### src/rtl/reg_pair_ctrl.sv
// reg_pair_ctrl: sequences 16-bit register-pair LOAD/INC/DEC/READ against
// an 8x8 register file, splitting each pair write into lo then hi byte.
// Ports: i_clk, i_rst (async, active-high); request i_req_valid/o_req_ready
// with i_req_op, i_req_pair, i_req_data; register-file reads o_reg_a_sel,
// o_reg_b_sel, i_reg_a, i_reg_b; write port o_reg_wr_sel/en/data;
// status o_done, o_result, o_busy.
// Optional macro REG_PAIR_FLAG_MASK_EN: clears bits [3:0] of bytes written to F.
module reg_pair_ctrl #(
  parameter logic INIT_IDLE_READY = 1'b1
) (
  input  logic        i_clk,
  input  logic        i_rst,
  input  logic        i_req_valid,
  output logic        o_req_ready,
  input  logic [1:0]  i_req_op,
  input  logic [1:0]  i_req_pair,
  input  logic [15:0] i_req_data,
  output logic [2:0]  o_reg_a_sel,
  output logic [2:0]  o_reg_b_sel,
  input  logic [7:0]  i_reg_a,
  input  logic [7:0]  i_reg_b,
  output logic [2:0]  o_reg_wr_sel,
  output logic        o_reg_wr_en,
  output logic [7:0]  o_reg_wr_data,
  output logic        o_done,
  output logic [15:0] o_result,
  output logic        o_busy
);

  typedef enum logic [1:0] {
    IDLE, RD, WR_LO, WR_HI
  } state_t;

  localparam logic [1:0] OP_LOAD = 2'b00;
  localparam logic [1:0] OP_INC  = 2'b01;
  localparam logic [1:0] OP_DEC  = 2'b10;
  localparam logic [1:0] PR_AF   = 2'b11;

  state_t      state;
  logic [1:0]  op_q;
  logic [1:0]  pair_q;
  logic [15:0] val_q;
  logic [15:0] rd_val;
  logic [15:0] wval;
  logic [15:0] mask;
  logic [2:0]  hi_idx;
  logic [2:0]  lo_idx;

  assign rd_val = {i_reg_a, i_reg_b};

  always_comb begin
    hi_idx = 3'd0;
    lo_idx = 3'd1;
    unique case (pair_q)
      2'b00: begin hi_idx = 3'd0; lo_idx = 3'd1; end
      2'b01: begin hi_idx = 3'd2; lo_idx = 3'd3; end
      2'b10: begin hi_idx = 3'd4; lo_idx = 3'd5; end
      2'b11: begin hi_idx = 3'd7; lo_idx = 3'd6; end
    endcase
  end

  // F is the low byte of AF; only written values pass through the mask,
  // so READ results are never affected.
  always_comb begin
    mask = 16'hFFFF;
`ifdef REG_PAIR_FLAG_MASK_EN
    if (pair_q == PR_AF)
      mask = 16'hFFF0;
`endif
  end

  assign wval = val_q & mask;

  always_ff @(posedge i_clk or posedge i_rst) begin
    if (i_rst) begin
      state    <= IDLE;
      op_q     <= 2'b00;
      pair_q   <= 2'b00;
      val_q    <= 16'h0000;
      o_done   <= 1'b0;
      o_result <= 16'h0000;
    end else begin
      o_done <= 1'b0;
      unique case (state)
        IDLE: begin
          if (i_req_valid) begin
            op_q   <= i_req_op;
            pair_q <= i_req_pair;
            val_q  <= i_req_data;
            state  <= (i_req_op == OP_LOAD) ? WR_LO : RD;
          end
        end
        RD: begin
          if (op_q == OP_INC) begin
            val_q <= rd_val + 16'd1;
            state <= WR_LO;
          end else if (op_q == OP_DEC) begin
            val_q <= rd_val - 16'd1;
            state <= WR_LO;
          end else begin
            o_result <= rd_val;
            o_done   <= 1'b1;
            state    <= IDLE;
          end
        end
        WR_LO: state <= WR_HI;
        WR_HI: begin
          o_result <= wval;
          o_done   <= 1'b1;
          state    <= IDLE;
        end
      endcase
    end
  end

  // Write strobes decode straight from state, so an async reset
  // removes them at once.
  always_comb begin
    o_reg_wr_en   = 1'b0;
    o_reg_wr_sel  = 3'd0;
    o_reg_wr_data = 8'h00;
    unique case (1'b1)
      (state == WR_LO): begin
        o_reg_wr_en   = 1'b1;
        o_reg_wr_sel  = lo_idx;
        o_reg_wr_data = wval[7:0];
      end
      (state == WR_HI): begin
        o_reg_wr_en   = 1'b1;
        o_reg_wr_sel  = hi_idx;
        o_reg_wr_data = wval[15:8];
      end
      default: ;
    endcase
  end

  assign o_busy      = (state != IDLE);
  assign o_reg_a_sel = o_busy ? hi_idx : 3'd0;
  assign o_reg_b_sel = o_busy ? lo_idx : 3'd0;
  assign o_req_ready = i_rst ? INIT_IDLE_READY : !o_busy;

endmodule

### config.mk
export PLATFORM = sky130hd
export DESIGN_NAME = reg_pair_ctrl
export DESIGN_NICKNAME = d
export VERILOG_FILES = /design/src/rtl/reg_pair_ctrl.sv
export SDC_FILE = /design/constraint.sdc
export NUM_CORES = 1
export LEC_CHECK = 0
export ABC_AREA = 1
export CORE_MARGIN = 2
export CORE_UTILIZATION = 29
export CTS_CLUSTER_SIZE = 14
export DETAILED_ROUTE_END_ITERATION = 10
export GPL_TIMING_DRIVEN = 1
export PLACE_DENSITY_LB_ADDON = 0.1
export SLEW_MARGIN = 30
export SYNTH_ARGS = -nofsm -noshare
export SYNTH_HDL_FRONTEND = slang
export SYNTH_SLANG_ARGS = --single-unit
### constraint.sdc
create_clock -name i_clk -period 7.05 [get_ports i_clk]
set_input_delay 1.41 -clock i_clk [delete_from_list [all_inputs] [get_ports i_clk]]
set_output_delay 1.41 -clock i_clk [all_outputs]
set_load 0.05 [all_outputs]
==> results of run 1 <==
-- kinds of logic (layout without fill, tap and decap cells) --
| kind of cell | Yosys count | after routing | synth area share |
|---|---|---|---|
| simple gates | 243 | 243 | 0.342 |
| buf+inv | 84 | 155 | 0.126 |
| compound gates | 52 | 52 | 0.117 |
| flops | 39 | 39 | 0.325 |
| fa+ha+maj | 19 | 19 | 0.0816 |
| xor+xnor | 3 | 3 | 0.00875 |
-- flip-flops by register name, indices dropped and copies added, names as in the netlist --
signal,flops
state,2
o_done,1
o_result,16
pair_q,2
val_q,16
op_q,2
-- cell usage in the layout, fill, tap and decap left out --
cell type / netlist / final
sky130_fd_sc_hd__nand2_1: 149 / 149
sky130_fd_sc_hd__clkdlybuf4s50_1: 0 / 75
sky130_fd_sc_hd__inv_1: 65 / 65
sky130_fd_sc_hd__nor2_1: 43 / 43
sky130_fd_sc_hd__dfrtp_1: 39 / 39
sky130_fd_sc_hd__nand3_1: 38 / 38
sky130_fd_sc_hd__ha_1: 18 / 18
sky130_fd_sc_hd__o21ai_0: 17 / 17
sky130_fd_sc_hd__a21oi_1: 10 / 10
sky130_fd_sc_hd__a31oi_1: 10 / 10
sky130_fd_sc_hd__o21ai_2: 5 / 5
sky130_fd_sc_hd__clkbuf_8: 1 / 5
sky130_fd_sc_hd__inv_2: 4 / 4
sky130_fd_sc_hd__nor2_4: 3 / 3
sky130_fd_sc_hd__o211ai_2: 3 / 3
sky130_fd_sc_hd__nor3_1: 3 / 3
sky130_fd_sc_hd__inv_4: 2 / 2
sky130_fd_sc_hd__or2_2: 2 / 2
sky130_fd_sc_hd__xnor2_1: 2 / 2
sky130_fd_sc_hd__o22ai_2: 2 / 2
sky130_fd_sc_hd__nand4_1: 2 / 2
sky130_fd_sc_hd__o211ai_1: 2 / 2
sky130_fd_sc_hd__clkbuf_1: 2 / 2
sky130_fd_sc_hd__nor2_8: 1 / 1
sky130_fd_sc_hd__a21oi_4: 1 / 1
sky130_fd_sc_hd__a22oi_1: 1 / 1
sky130_fd_sc_hd__xor2_1: 1 / 1
sky130_fd_sc_hd__nand2_2: 1 / 1
sky130_fd_sc_hd__nor3_4: 1 / 1
sky130_fd_sc_hd__o31ai_1: 1 / 1
sky130_fd_sc_hd__fa_1: 1 / 1
sky130_fd_sc_hd__clkinv_2: 0 / 1
sky130_fd_sc_hd__buf_4: 2 / 1
-- final timing paths --
path,end,cells after the start,slack [ps]
setup / recovery,o_req_ready,5,2520
hold / removal,val_q[10],2,480
setup reg to reg,val_q[9],13,4240
hold reg to reg,val_q[10],2,480
max in group asynchronous,val_q[15],3,5140
min in group asynchronous,pair_q[0],3,1550
-- per-stage QoR --
step	instances	hold WS, ps	setup slack (ps)	instance area [µm²]	total power [W]
after floorplan	440	449	2820	3000	0.00160
final	647	485	2520	3910	0.00213
after detailed placement	639	469	2500	3820	0.00200
after global routing	647	517	2360	3910	0.00232
after global placement	639	471	2470	3820	0.00199
after CTS	647	487	2490	3910	0.00215
-- critical path, stage by stage --
cell	delay, ps
sky130_fd_sc_hd__clkdlybuf4s50_1	450
sky130_fd_sc_hd__inv_1	40
sky130_fd_sc_hd__buf_4	290
sky130_fd_sc_hd__nand2_1	130
sky130_fd_sc_hd__clkdlybuf4s50_1	800
-- power groups by stage --
| stage | Clock [W] | Combinational (W) | Sequential [W] |
|---|---|---|---|
| finish | 0.000145 | 0.00157 | 0.000415 |
| global route | 0.000156 | 0.00173 | 0.000432 |
| CTS | 0.000149 | 0.00159 | 0.000416 |
| detailed placement | 0 | 0.00158 | 0.000419 |
| global placement | 0 | 0.00157 | 0.000419 |
| floorplan | 0 | 0.00104 | 0.000564 |
-- layer usage --
metal | share of wire | routed length, µm | track usage
met1 | 0.50 | 4470 | 0.230
met2 | 0.45 | 4020 | 0.267
met3 | 0.041 | 365 | 0.0309
met4 | 0.015 | 138 | 0.0442
met5 | 0 | 0 | 0
-- layout make-up --
| class | instances | area share |
|---|---|---|
| Clock buffer | 7 | 0.0195 |
| Clock inverter | 1 | 0.00128 |
| Inverter | 71 | 0.0695 |
| Multi-Input combinational cell | 317 | 0.422 |
| Sequential cell | 39 | 0.250 |
| Tap cell | 136 | 0.0436 |
| Timing Repair Buffer | 76 | 0.194 |
==> results.md, run 1 <==
Finish:
- The number of fill cells in the layout is 1163.
- The number of antenna diodes in the final layout is 0.
- The final layout contains 568 nets.
- Summing all flip-flop and latch instances after layout gives 976 µm².
- Relative to the synthesized area, the layout overhead comes to 30.0%.
- At the end of the flow the core is filled with cells to 0.384.
- The fraction of final layout cells with drive strength greater than 1 is 0.0626.
- The area taken by multi-input logic gates is 1650 µm².

Power and ir drop:
- The clock network fraction of design power is 0.068.
- The relative contribution of combinational cells to total power is 0.737.
- The leakage component of the power is 1.96 nW.
- The proportion of power drawn by flip-flops and latches is 0.195.
- Dividing total power by cell area gives a power density of 545 nW/µm².
- The internal power of the cells is 0.000912 W.
- Of the total power, the share spent switching nets is 0.572.
- IR analysis of the VDD net gives a maximum drop of 197 µV.
- For this design the total switching power over the nets is 0.00122 W.

Yosys:
- The sequential share of the synthesized area is 0.325.
- After synthesis the netlist holds a flip-flop and latch count of 39.
- The number of nets in the synthesized netlist is 498.
- The count of cell types in the netlist is 33.
- Synthesis produced 440 cells.
- The most common cell in the synthesized netlist is sky130_fd_sc_hd__nand2_1.
- By area the synthesized netlist is led by sky130_fd_sc_hd__dfrtp_1 (32%), sky130_fd_sc_hd__nand2_1 (19%), sky130_fd_sc_hd__inv_1 (8.1%).
- The biggest area contributor in the post-synthesis netlist is sky130_fd_sc_hd__dfrtp_1.
- The commonest cells after synthesis are sky130_fd_sc_hd__nand2_1 (149), sky130_fd_sc_hd__inv_1 (65), sky130_fd_sc_hd__nor2_1 (43).
- For this run, the number of Yosys warnings is 0.
- The number of enable flip-flop cells after synthesis is 0.
- The leading register cell type out of synthesis is sky130_fd_sc_hd__dfrtp_1.
- The share of the synthesized area in the top cell type is 0.325.
- The post-synthesis instance area is about 3000 µm².
- For this run, asynchronously set or reset flops after synthesis account for 1.00.
- In this run the mean area of a mapped cell was roughly 6.8 µm².

STA:
- The setup TNS is 0 ps.
- The clock arrives with ~5.3 ps of skew.
- The final count of hold timing violations is 0.
- The slew of the pin with the lowest slew margin is 845 ps.
- Setup violations remaining at the end of the flow were counted as 0.
- Setup repair after global routing left no endpoint under its margin.
- The share of the cycle needed by the critical path after routing is 0.643.
- In this run the tightest slew margin relative to its limit is 0.436.
- The upper clock frequency limit is ~220 MHz.
- The number of max-slew violations in the final report was 0.
- The post-layout minimum cycle time is 4530 ps.

Die:
- Measured along the y axis, the die boundary spans 106 µm.
- After floorplanning, the core was sized to cover 10200 µm².
- In this run the core area contains 37 standard-cell rows.
- The area of the die is 11200 µm².
- The number of I/O pins is 76.
- The initial utilization of the core area, before any placement, comes to 0.295.
- The die span in x is 106 µm.

CTS:
- The total of hold buffers inserted after clock tree synthesis is 0.
- The clock tree synthesis step divided the H-tree into 2 levels.
- The TritonCTS sink count is 39.
- The clock passes through at most 2 buffers.
- The clock input transition at the sequential cells of the worst setup and hold paths is around 70 ps.
- The tree is rooted in a sky130_fd_sc_hd__clkbuf_8.
- The insertion delay of the later-clocked pin in the worst-skew pair is 280 ps.
- In this run the post-CTS setup repair buffer count came out at 0.
- The number of CTS-inserted buffers is 5.
- The CTS tree is done.
- The number of resized instances in the post-cts repair step is 0.

Setup path:
- The origin of the worst setup path is i_rst.
- The worst register-to-register path begins at op_q[1].
- In this run the worst path has a maximum fanout of 40.
- By startpoint and endpoint, the worst setup path is classified as in -> out.
- STA classifies the critical path startpoint as an input port.
- For the worst setup path, the data arrival time is 3120 ps.
- The required time reported for the critical path endpoint is approximately 5600 ps.
- The capturing element type of the critical path is a primary output.

Drt:
- Dividing the detail-routed wire length by the instance count gives around 14 µm.
- The count of vias placed by the detailed router is 2958.
- Once detail routing completed, the nets flagged for antenna violations numbered 0.
- After the first detailed-routing iteration, the DRC count stood at just over 100.
- Using the TritonRoute via totals, the vias-per-cell ratio works out to 4.57.
- The sum of routed wire length over all layers is 8990 µm.
- For this run, design rule violations remaining after detail routing come to 0.
- The iteration count of the initial detailed-routing pass is 4.

Global route:
- The global-route wire length before repair is 14500 µm.
- The total global-route track usage is 0.167.
- Global routing finished with a remaining overflow of 0.
- The number of global-route vias before repair came to 2892.
- The number of antenna violations at the first check in global routing was 0.
- Entering global routing, the biggest net connects 41 pins.

Min path:
- The worst hold path class is reg -> reg.
- The hold path startpoint is val_q[10].

Flow run:
- The number of max-capacitance violations reported is 0.

Placed design:
- The placer congestion estimate is 0.816.
- The sum of net half-perimeters after detailed placement is 7110 µm.
- The port buffer count is 75.

Status:
- The run finished with clean final reports.
No activity file was read; power rests on OpenSTA's default activity.
==> run 2: changes to the inputs <==
==> constraint.sdc (replaced) <==
create_clock -name i_clk -period 3.8 [get_ports i_clk]
set_input_delay 0.76 -clock i_clk [delete_from_list [all_inputs] [get_ports i_clk]]
set_output_delay 0.76 -clock i_clk [all_outputs]
set_load 0.05 [all_outputs]
==> run 2 against run 1 <==
Total power up 87%. Non-clock buffer count up 1. Combinational power up 85%. Count of clock-buffer cells in the layout unchanged. Critical path depth unchanged. Critical path type is now reg -> out. Critical endpoint is now o_reg_wr_data[5]. Largest power group unchanged.
==> results.md, run 2 (synthesis gave the netlist of run 1 again) <==
Status:
- The flow ran to the end, and the final reports show no timing, DRC or antenna violations.

Setup path:
- Measured in cells, the most critical reg-to-reg path has a length of 13.
- The worst setup path is captured at a primary output.
- In this run the critical register-to-register path is captured at val_q[9].
- The worst setup path is launched from a flip-flop.
- At the worst endpoint, the arrival time is 2620 ps.
- The required time reported for the critical path endpoint is 3040 ps.
- The setup path with the least slack is of type reg -> out.
- The source of the worst register-to-register timing path is op_q[1].
- The slack of the worst reg-to-reg path is 1140 ps.
- The maximum net fanout on the critical path is 18.

Global route:
- The total global routing overflow is 0.
- The number of global-route vias before repair is 2830.
- The first global-routing pass estimated 14800 µm of wire.
- Entering global routing, the biggest net connects 40 pins.
- The total global-route track usage is 0.170.
- The number of antenna violations at the first check in global routing is 0.

CTS:
- The count of buffers added by post-CTS timing repair for setup is 0.
- The H-tree was split into 2 levels.
- The number of resized instances in the post-cts repair step is 0.
- TritonCTS built the clock tree.
- The TritonCTS sink count is 39.
- The number of CTS-inserted buffers is 5.
- After clock tree synthesis, the clock-pin slew on the worst setup and hold paths is 80 ps.
- The number of hold buffers added after CTS was 0.
- The longest clock path from root to sink contains 2 buffers.
- The insertion delay of the later-clocked pin in the worst-skew pair is 290 ps.
- The tree is rooted in a sky130_fd_sc_hd__clkbuf_8.

Finish:
- In the final design database the tool counted around 570 nets.
- Measured on the finished design, the core utilization comes to 0.384.
- The area growth from synthesis to final layout is 30.2%.
- The commonest non-fill, non-tap cell in the layout is sky130_fd_sc_hd__nand2_1.
- The library cells used most frequently in the layout, excluding fill and tap cells, are sky130_fd_sc_hd__nand2_1 (149), sky130_fd_sc_hd__clkdlybuf4s50_1 (74), sky130_fd_sc_hd__inv_1 (65).
- In the final layout, the registers with the most flip-flops are o_result x16, val_q x16.
- Of the cells placed in the final design, the portion with a size suffix greater than 1 is 0.0664.
- The number of antenna diodes in the final layout is 0.

Placed design:
- The sum of net half-perimeters after detailed placement is 7410 µm.
- Input and output buffers added on the ports amount to 75.
- The placer congestion estimate is 0.912.

Power and ir drop:
- The maximum vdd ir drop is approximately 360 µV.
- The share of total power dissipated in the clock network is 0.071.
- Summed over all cells, the static leakage comes to between 1.5 and 2 nW.
- Dividing total power by cell area gives a power density of 1020 nW/µm².
- The relative contribution of combinational cells to total power is 0.730.
- The switching power summed over all nets is between 0.002 and 0.0025 W.
- Of the total power, the share spent switching nets is 0.573.
- The internal power of the cells is 0.00170 W.
- The proportion of power drawn by flip-flops and latches is 0.198.

STA:
- The post-route worst hold slack is approximately 500 ps.
- The final count of hold timing violations is 0.
- The slew of the pin with the lowest slew margin is 570 ps.
- The share of the cycle needed by the critical path after routing is 0.890.
- The clock arrives with 4.13 ps of skew.
- The upper clock frequency limit is 296 MHz.
- The number of max-slew violations in the final report is 0.
- The final number of setup-violating endpoints is 0.
- In this run the tightest slew margin relative to its limit is 0.620.
- Setup repair after global routing left no endpoint under its margin.
- The setup TNS is 0 ps.
- The post-layout minimum cycle time is 3380 ps.

Die:
- For this design the top-level I/O count stands at 76.
- The height of the chip is 106 µm.
- The die covers roughly 11000 µm².
- From left edge to right edge, the die measures 106 µm.
- After floorplanning, the core was sized to cover slightly above 10000 µm².
- The starting density of the core is 0.295.
- The number of placement rows is 37.

Drt:
- The initial detailed-routing violation count is just under 100.
- The count of vias placed by the detailed router is 2936.
- The pre-antenna-repair detailed-routing pass consisted of 4 iterations.
- The number of vias per cell is 4.53.
- The sum of routed wire length over all layers is roughly 9200 µm.
- The residual antenna-violating net count after detailed routing is 0.
- In the routed design, unresolved DRC markers number 0.
- In the final routed layout, each cell accounts on average for 14.2 µm.

Flow run:
- The number of max-capacitance violations reported is 0.

Min path:
- Counting instances, the worst hold path has a depth of 2.
- The hold path startpoint is val_q[10].
- The path class of the tightest hold or removal check is reg -> reg.
- The worst hold path terminates at val_q[10].
==> run 2: changes by cell type in the layout (fill, tap and decap cells not counted) <==
cell,previous run,this run
sky130_fd_sc_hd__buf_4,1,3
sky130_fd_sc_hd__clkdlybuf4s50_1,75,74
==> run 2: final cells by class <==
type,instances,area [µm²]
clock buffers,7,76.3
clock inverters,1,5.00
flip-flops and latches,39,976
multi-input cells,317,1650
inverters,71,272
repair buffers,77,763
well taps,136,170
fillers,1112,6270
==> run 2: stage by stage <==
| step | setup WS, ps | power, W | std cells | cell area (µm²) |
|---|---|---|---|---|
| after floorplan | 870 | 0.00297 | 440 | 3000 |
| after detailed placement | 730 | 0.00373 | 640 | 3830 |
| after CTS | 402 | 0.00402 | 648 | 3910 |
| after global placement | 810 | 0.00372 | 640 | 3830 |
| final | 419 | 0.00398 | 648 | 3910 |
| after global routing | 190 | 0.00432 | 648 | 3910 |
==> run 2: worst max-delay path by stage <==
stage | startpoint | end | depth (start not counted)
floorplan | i_rst | o_req_ready | 2
global placement | state[1] | o_reg_wr_data[5] | 5
detailed placement | state[1] | o_reg_wr_data[5] | 5
CTS | state[1] | o_reg_wr_data[5] | 5
global route | state[1] | o_reg_wr_data[5] | 5
finish | state[1] | o_reg_wr_data[5] | 5
==> run 2: worst max-delay path, cell delays in order, from the launching register on <==
cell                              delay [ps]
sky130_fd_sc_hd__dfrtp_1                 540
sky130_fd_sc_hd__nand2_2                 310
sky130_fd_sc_hd__inv_2                   380
sky130_fd_sc_hd__nand2_1                 140
sky130_fd_sc_hd__o21ai_0                 120
sky130_fd_sc_hd__clkdlybuf4s50_1         840
==> run 2: power by group through the flow <==
stage,combinational [W],sequential (W),clock (W)
2_1_floorplan,0.00192,0.00105,0
3_3_place_gp,0.00292,0.000799,0
3_5_place_dp,0.00293,0.000798,0
4_1_cts,0.00294,0.000790,0.000289
5_1_grt,0.00320,0.000814,0.000305
6_report,0.00291,0.000790,0.000284
==> run 2: metal layers <==
| metal | vias to the layer above | part of all wire | global-route usage | wire length [µm] |
|---|---|---|---|---|
| li1 | 1529 | - | - | - |
| met1 | 1326 | 0.48 | 0.234 | 4450 |
| met2 | 73 | 0.45 | 0.276 | 4190 |
| met3 | 8 | 0.051 | 0.0365 | 471 |
| met4 | 0 | 0.011 | 0.0348 | 104 |
| met5 | - | 0 | 0 | 0 |
==> run 3: changes to the inputs <==
--- a/config.mk
+++ b/config.mk
@@ -12,6 +12,7 @@
 export DETAILED_ROUTE_END_ITERATION = 10
 export GPL_TIMING_DRIVEN = 1
 export PLACE_DENSITY_LB_ADDON = 0.1
+export RECOVER_POWER = 25
 export SLEW_MARGIN = 30
 export SYNTH_ARGS = -nofsm -noshare
 export SYNTH_HDL_FRONTEND = slang
==> run 3 against run 2 <==
Critical endpoint unchanged. Combinational power is essentially flat. Via count grew 0.65%. Clock power is essentially flat. Non-clock buffer count is the same. Total power shrank 0.33%. Worst setup slack gained 16 ps. The run now ends with capacitance limit, slew limit left. Count of clock-buffer cells in the layout is the same. Global-route usage is the same. Largest cell class unchanged. Maximum frequency grew 0.47%. Worst hold slack gained 3.0 ps.
==> results.md, run 3 (synthesis gave the netlist of run 1 again) <==
Drt:
- The sum of routed wire length over all layers is between 9000 and 10000 µm.
- The detail route stage leaves a number of antenna-violating nets equal to 0.
- For this block, the initial DRC count from the detailed router was approximately 100.
- The number of vias per cell is 4.56.
- The number of design rule violations left after detail routing is 0.
- The count of vias placed by the detailed router is 2955.
- After detailed routing, the average wire length per cell comes to 14.2 µm.
- Before antenna repair, the detailed router went through 4 iterations.

Die:
- The initial utilization of the core area, before any placement, comes to 0.295.
- The floorplan has 37 rows.
- The area of the core is 10200 µm².
- The area of the die is between 10000 and 15000 µm².
- The die span in x is 106 µm.
- The number of I/O pins is 76.
- In this run the vertical extent of the chip is 106 µm.

STA:
- The share of the cycle needed by the critical path after routing is 0.886.
- The upper clock frequency limit is 297 MHz.
- The post-layout minimum cycle time is 3370 ps.
- The setup TNS is 0 ps.
- At the pin with the least slew margin, the transition time is 2240 ps.
- The final count of hold timing violations came to 0.
- Setup violations remaining at the end of the flow were counted as 0.
- Across all hold checks on the routed design, the worst slack comes to approximately 500 ps.
- The number of max-slew violations in the final report is 40.
- The max-slew headroom at the worst pin is -0.490.
- In the post-route analysis, the smallest setup slack over all paths is 435 ps.
- Setup repair after global routing left no endpoint under its margin.
- Between clock sinks in the finished design, the worst skew comes to 4.49 ps.

Setup path:
- Along the worst path, the maximum fanout reaches 18.
- Setup slack on the worst reg-to-reg path comes out at 1140 ps.
- The worst setup path is captured at a primary output.
- The required time reported for the critical path endpoint is slightly above 3000 ps.
- The signal arrival time at the worst endpoint is 2610 ps.
- The kind of critical path is reg -> out.
- For the worst flop-to-flop path, the logic depth is 13.
- The kind of start point of the critical path is a flip-flop.

Power and ir drop:
- Power spread over the standard cell area amounts to 1020 nW/µm².
- The maximum vdd ir drop is 361 µV.
- The leakage component of the power is 1.95 nW.

CTS:
- The number of resized instances in the post-cts repair step is 0.
- The clock input transition at the sequential cells of the worst setup and hold paths is 80 ps.
- The tree is rooted in a sky130_fd_sc_hd__clkbuf_8.
- The H-tree was split into 2 levels.
- The CTS tree is done.
- Clock tree synthesis found a total of 39 sinks.
- The total of hold buffers inserted after clock tree synthesis is 0.
- The number of CTS-inserted buffers is 5.
- The maximum count of clock buffers along a single path is 2.
- The insertion delay of the later-clocked pin in the worst-skew pair is 290 ps.
- The count of buffers added by post-CTS timing repair for setup is 0.

Placed design:
- Port buffering added 75 buffers.
- Routability-driven placement finished with a final weighted congestion of 0.912.
- The sum of net half-perimeters after detailed placement is 7410 µm.
- The pre-CTS setup slack is ~730 ps.

Global route:
- For this run the aggregate overflow at the end of global routing stands at 0.
- The number of global-route vias before repair is 2830.
- The first global-routing pass estimated 14800 µm of wire.
- Entering global routing, the biggest net connects 40 pins.
- In the global route stage, overall resource usage came out at 0.170.
- The number of antenna violations at the first check in global routing is 0.

Finish:
- The library cells used most frequently in the layout, excluding fill and tap cells, are sky130_fd_sc_hd__nand2_1 (149), sky130_fd_sc_hd__clkdlybuf4s50_1 (72), sky130_fd_sc_hd__inv_1 (65).
- Summing all flip-flop and latch instances after layout gives around 980 µm².
- The commonest non-fill, non-tap cell in the layout is sky130_fd_sc_hd__nand2_1.
- The fraction of final layout cells with drive strength greater than 1 is 0.0625.
- The number of antenna diodes in the final layout is 0.
- The multi-input combinational cells in the finished layout cover a total of 1630 µm².
- After filler insertion, the fill cell instance count of the layout stands at 1117.
- The largest registers in the layout are o_result x16, val_q x16.
- The net count of the finished layout is 569.
- Compared with the post-synthesis result, the final layout area differs by 29.5%.

Min path:
- The number of cells traversed by the worst hold path is 2.
- The worst hold path class is reg -> reg.

Flow run:
- The number of max-capacitance violations reported is 1.

Status:
- The final reports fail on capacitance limit, slew limit.
- The run finished, with violations left.
## run 3: changes by cell type in the layout (fill, tap and decap cells not counted)
cell                              before  now
sky130_fd_sc_hd__nor2_1               43   44
sky130_fd_sc_hd__clkdlybuf4s50_1      74   72
sky130_fd_sc_hd__nor2_8                1    0
sky130_fd_sc_hd__buf_4                 3    2
sky130_fd_sc_hd__clkbuf_1              2    3
sky130_fd_sc_hd__dlygate4sd3_1         0    2
## run 3: cell type report
type                       count  share of cell area
timing repair buffer          77               0.195
clock buffer                   7              0.0196
inverter                      71              0.0698
tap                          136              0.0437
multi-input combinational    317               0.420
clock inverter                 1             0.00129
sequential                    39               0.251
## run 3: routing by layer
layer | global-route usage | part of all wire
met5 | 0 | 0
met2 | 0.276 | 0.46
met4 | 0.0348 | 0.015
met1 | 0.234 | 0.48
met3 | 0.0365 | 0.052
## run 3: critical path, cell delays in order (launching register included)
cell and delay [ps]:
sky130_fd_sc_hd__dfrtp_1 540, sky130_fd_sc_hd__nand2_2 310, sky130_fd_sc_hd__inv_2 370, sky130_fd_sc_hd__nand2_1 140
sky130_fd_sc_hd__o21ai_0 120, sky130_fd_sc_hd__clkdlybuf4s50_1 840
## run 3: where the power goes
part	switching (W)	total [W]	internal (W)	leakage [nW]
Clock	0.000155	0.000284	0.000129	0.0422
Sequential	0.000155	0.000789	0.000634	0.467
Combinational	0.00196	0.00289	0.000931	1.44
## run 3: worst paths after layout
| path | startpoint | endpoint |
|---|---|---|
| max in group asynchronous | i_rst | o_done |
| worst min register to register | val_q[10] | val_q[10] |
| worst min-delay path | val_q[10] | val_q[10] |
| worst max register to register | op_q[1] | val_q[9] |
| min in group asynchronous | i_rst | pair_q[0] |
| worst max-delay path | state[1] | o_reg_wr_data[5] |
## run 3: per-stage QoR
| step | utilization | total power [W] | cell area, µm² | instances |
|---|---|---|---|---|
| 2_1_floorplan | - | 0.00297 | 3000 | 440 |
| 3_3_place_gp | 0.376 | 0.00372 | 3830 | 640 |
| 3_5_place_dp | 0.376 | 0.00373 | 3830 | 640 |
| 4_1_cts | 0.384 | 0.00402 | 3910 | 648 |
| 5_1_grt | 0.382 | 0.00430 | 3890 | 648 |
| 6_report | 0.382 | 0.00397 | 3890 | 648 |
==> RTL change 1 (config.mk and constraints of run 3) <==
Change the parameter `INIT_IDLE_READY` from 1'b1 to 1'b0.
--- a/src/rtl/reg_pair_ctrl.sv
+++ b/src/rtl/reg_pair_ctrl.sv
@@ -8,3 +8,3 @@
 module reg_pair_ctrl #(
-  parameter logic INIT_IDLE_READY = 1'b1
+  parameter logic INIT_IDLE_READY = 1'b0
 ) (
Behaviour: not the same (Yosys sat finds a counterexample within 4 cycles, from zero or initial values and one cycle with i_rst high).
==> RTL change 1 against run 3 <==
The flow still finishes with violations (max-capacitance violations, max-slew violations); largest power group unchanged; worst setup slack worse by 7.5 ps; non-clock buffer count unchanged; critical path type unchanged; fmax down 0.22%; combinational power about the same; synthesized area down 0.12%; largest cell class unchanged; total power up 2.2%; critical endpoint is now o_reg_wr_data[3]; global-route usage about the same; routed wire length down 1.0%; sequential cell count unchanged; first-iteration DRC count up 39%; design area up 1.3%.
==> RTL change 1: results (changes against run 3) <==
| Metric | Value |
|---|---|
| Status | finished, violations left |
| Placed insts | 640 (unchanged) |
| M1 WL | 4460 µm (+1.5%) |
| Fin. max-slew vios | 40 (unchanged) |
| Hold depth | 2 (unchanged) |
| Cells after synthesis | 440 (unchanged) |
| Hold Path End | o_result[8] |
| Detail Placement HPWL | 7260 µm (-2.0%) |
| Met3 routed WL | 388 µm (-18%) |
| CP top delay family | buffers and inverters |
| Synth top cells by count | 148 x nand2_1, 65 x inv_1, 44 x nor2_1 |
| Area after DPL | 0.00383 mm² (about the same) |
| ANT cells | 0 (unchanged) |
| Seq/Total Area, Yosys | 32.5% (+0.041 points) |
| Leakage | 1.97 nW (+1.4%) |
| WL per Instance | 14.1 µm (-1.0%) |
| Clk_skew | 5.89 ps (+1.41 ps) |
| Largest net degree at the start of global routing | 40 (unchanged) |
| Clk buf depth | 2 (unchanged) |
| Global-route usage over all layers | 17.0% (-0.041 points) |
| Wire length on met2 | 4070 µm (-3.1%) |
| Mapped Nets | 498 (unchanged) |
| Number of flops mapped to enable cells by yosys | 0 (unchanged) |
| Post-CTS Resized | 0 (unchanged) |
| Final Instance Count excl. Fillers | 648 (unchanged) |
| Biggest regs | o_result: 16 flops, val_q: 16 flops |
| Initial antenna violation count | 0 (unchanged) |
| Sw Ratio | 56.2% (-1.1 points) |
| Synth area leaders | dfrtp_1 33%, nand2_1 19%, inv_1 8.1% |
| Vias per cell | 4.51 (-1.2%) |
| Placer Congestion | 0.847 (-7.0%) |
| Worst-path maximum fanout | 18 (unchanged) |
| Peak supply drop | 0.000387 V (+7.1%) |
| Flop2flop setup slack | 1030 ps (-110 ps) |
| Rel. slew slack | -47.1% (+1.9 points) |
| Failing checks | max-capacitance violations, max-slew violations |
| Global-route wire length before repair | 14700 µm (-0.33%) |
| Area leader, netlist | dfrtp_1 |
| Hold Crit Start | o_result[8] |
| Post-synthesis async set-or-reset flop share | 100% (unchanged) |
| Num CTS Buffers | 5 (unchanged) |
| Crit path largest cell delay | 830 ps |
| Slowest-stage cell, CP | clkdlybuf4s50_1 |
| Clk root buf | clkbuf_8 |
| Hold Crit Class | register to register |
| Fraction of layout cells with a size suffix above 1 | 6.45% (+0.20 points) |
| Clk_lat worst skew | 290 ps (about the same) |
| First drt pass iteration count | 5 (+1) |
| Nets | 569 (unchanged) |
| Yosys cell types | 34 (+3.0%) |
| Reg2reg path depth | 13 (unchanged) |
| Vias in the first global route | 2855 (+0.88%) |
| R2r startpoint | op_q[1] |
| Max_cap viols | 1 (unchanged) |
| Setup bufs post-CTS | 0 (unchanged) |
| DRT iter0 DRCs | 136 (+39%) |
## RTL change 1: metrics by stage
stage          setup WS (ps)  hold WS (ps)
2_1_floorplan           1210           449
3_3_place_gp             799           493
3_5_place_dp             733           472
4_1_cts                  397           493
5_1_grt                  281           513
6_report                 427           490
## RTL change 1: area by class of cell
class,count,area [µm²]
clock inverter,2,35.0
inverter,71,272
multi-input combinational,317,1650
timing repair buffer,77,762
sequential,39,976
fill,1098,6240
tap,136,170
clock buffer,6,82.6
## RTL change 1: kinds of logic after synthesis
group,after synthesis,share of synthesized area (%)
buffers and inverters,84,12.6
xor gates and xnor gates,3,0.876
adders and majority gates,19,8.17
and+or+nand+nor,243,34.2
DFF,39,32.5
AOI/OAI and AO/OA,52,11.6
## RTL change 1: worst max path at each step
stage                     slack, ps      from  cells after the start                to
final                           430  state[1]                      5  o_reg_wr_data[3]
after global routing            280  state[1]                      5  o_reg_wr_data[6]
after detailed placement        730  state[1]                      5  o_reg_wr_data[3]
after global placement          800  state[1]                      5  o_reg_wr_data[5]
after CTS                       400  state[1]                      5  o_reg_wr_data[6]
after floorplan                1210  state[0]                      3   o_reg_wr_sel[0]
## RTL change 1: power by group through the flow
stage	combinational, mW	clock, mW	sequential (mW)
4_1_cts	2.93	0.375	0.788
6_report	2.90	0.366	0.792
3_5_place_dp	2.92	0	0.795
3_3_place_gp	2.92	0	0.794
2_1_floorplan	1.92	0	1.05
5_1_grt	3.20	0.392	0.815
## RTL change 1: layer usage
layer,GRT usage (%),up-vias
met5,0,-
met4,5.26,0
met3,2.84,13
met2,27.0,64
met1,23.7,1309
li1,-,1535
## RTL change 1: worst reg2reg max path: stages (launching register included)
cell	delay, ps
dfrtp_1	410
inv_1	90
ha_1	320
inv_1	380
ha_1	460
or2_2	330
nand3_1	110
nand2_1	130
nand2_1	100
nand2_1	50
nand2_1	50
nand3_1	110
nand2_1	90
nand2_1	40
==> RTL change 2 (settings of run 3) <==
Made on the original files. The 4 states of `state_t` get a one-hot encoding in 4 bits.
--- a/src/rtl/reg_pair_ctrl.sv
+++ b/src/rtl/reg_pair_ctrl.sv
@@ -29,4 +29,4 @@
 
-  typedef enum logic [1:0] {
-    IDLE, RD, WR_LO, WR_HI
+  typedef enum logic [3:0] {
+    IDLE = 4'b0001, RD = 4'b0010, WR_LO = 4'b0100, WR_HI = 4'b1000
   } state_t;
Function: no difference found for any inputs over 10 cycles, from zero or initial values and one cycle with i_rst high; not proved beyond that.
==> RTL change 2 against run 3 <==
The flow still finishes with violations (max-capacitance violations, max-slew violations); largest cell class unchanged; total power shrank 4.8%; via count grew 5.3%; clock skew grew 4.3 ps; critical path depth grew 1; largest power group unchanged; design area grew 4.1%; non-clock buffer count grew 3; synthesized area grew 3.6%; routed wire length grew 2.1%; global-route usage shrank 0.063 points; sequential cell count grew 2; worst setup slack gained 87 ps; sequential share of layout area grew 0.27 points.
==> RTL change 2: results (changes against run 3) <==
| Metric | Value |
|---|---|
| Peak supply drop | 0.000422 V (+17%) |
| Worst EP arrival | 2520 ps (-90 ps) |
| DR vias | 3112 (+5.3%) |
| Fraction of layout cells with a size suffix above 1 | 5.51% (-0.74 points) |
| Final period util | 86.3% (-2.3 points) |
| Fin. max-slew vios | 42 (+5.0%) |
| Rel. slew slack | -51.7% (-2.7 points) |
| Global-route wire length before repair | 15200 µm (+3.3%) |
| Seq/Total Area, Yosys | 33.0% (+0.51 points) |
| Status | finished, violations left |
| Mapped Nets | 527 (+5.8%) |
| Biggest regs | o_result: 16 flops, val_q: 16 flops, state: 4 flops |
| Synth area leaders | dfrtp_1 32%, nand2_1 22%, inv_1 8.3% |
| Largest net degree at the start of global routing | 42 (+5.0%) |
| Placer Congestion | 0.834 (-8.5%) |
| Synth top cells by count | 184 x nand2_1, 69 x inv_1, 40 x dfrtp_1 |
| Placed insts | 672 (+5.0%) |
| Global-route usage over all layers | 17.0% (-0.063 points) |
| Leakage | 2.12 nW (+9.1%) |
| Final Instance Count excl. Fillers | 680 (+4.9%) |
| DRT iter0 DRCs | 160 (+63%) |
| Failing checks | max-capacitance violations, max-slew violations |
| Max_cap viols | 1 (unchanged) |
| Worst-path maximum fanout | 11 (-7) |
| Detail Placement HPWL | 7380 µm (-0.42%) |
| Nets | 601 (+5.6%) |
## RTL change 2: cell types whose count changed after synthesis, sizes merged, moves of 2 or more
cell    before  now
o21ai       22   19
nand3       38   32
nor2        47   39
xnor2        2    0
a31oi       10    0
nand2      150  187
inv         71   74
o211ai       5   16
xor2         1    4
## RTL change 2: cell families (layout without fill, tap and decap cells)
logic type                 after synthesis  count (layout)  share of synthesized area, %
buffers and inverters                   88             163                          11.9
and+or+nand+nor                        269             269                          35.9
adders and majority gates               19              19                          7.88
xor gates and xnor gates                 4               4                          1.13
AOI/OAI and AO/OA                       48              48                          10.2
DFF                                     41              41                          33.0
## RTL change 2: cell type report
| type | instances | area [µm²] |
|---|---|---|
| fillers | 1167 | 6320 |
| multi-input cells | 340 | 1700 |
| flip-flops and latches | 41 | 1030 |
| repair buffers | 80 | 785 |
| inverters | 75 | 284 |
| well taps | 136 | 170 |
| clock buffers | 6 | 72.6 |
| clock inverters | 2 | 10.0 |
## RTL change 2: worst paths after layout
check	startpoint	endpoint	slack, ps
setup / recovery	state[0]	o_reg_wr_sel[2]	520
hold / removal	val_q[9]	val_q[9]	480
setup reg to reg	op_q[1]	val_q[9]	1040
hold reg to reg	val_q[9]	val_q[9]	480
max in group asynchronous	i_rst	pair_q[1]	780
min in group asynchronous	i_rst	val_q[4]	1720
## RTL change 2: per-layer routing
layer / routed length [µm] / global-route usage, %
met5: 0 / 0
met4: 42 / 2.66
met3: 422 / 2.42
met2: 4480 / 29.1
met1: 4460 / 23.1
## RTL change 2: stage by stage
stage | worst slack (ps) | cell area (µm²) | total power [mW]
after global routing | 220 | 4050 | 4.13
after global placement | 855 | 3990 | 3.52
after detailed placement | 849 | 3990 | 3.53
after floorplan | 818 | 3110 | 2.78
final | 522 | 4050 | 3.77
after CTS | 519 | 4070 | 3.83
## RTL change 2: critical path, stage by stage, from the launching register on
cell and delay (ps):
dfstp_1 410, nor2_1 180, nand3_1 390, nand2_1 260, inv_1 100, nor2_1 90
clkdlybuf4s50_1 800
## RTL change 2: report_power, final
group	switching, mW	total [mW]	internal (mW)	leakage [nW]
sequential	0.107	0.765	0.658	0.498
combinational	1.86	2.73	0.871	1.58
clock	0.155	0.283	0.128	0.0450
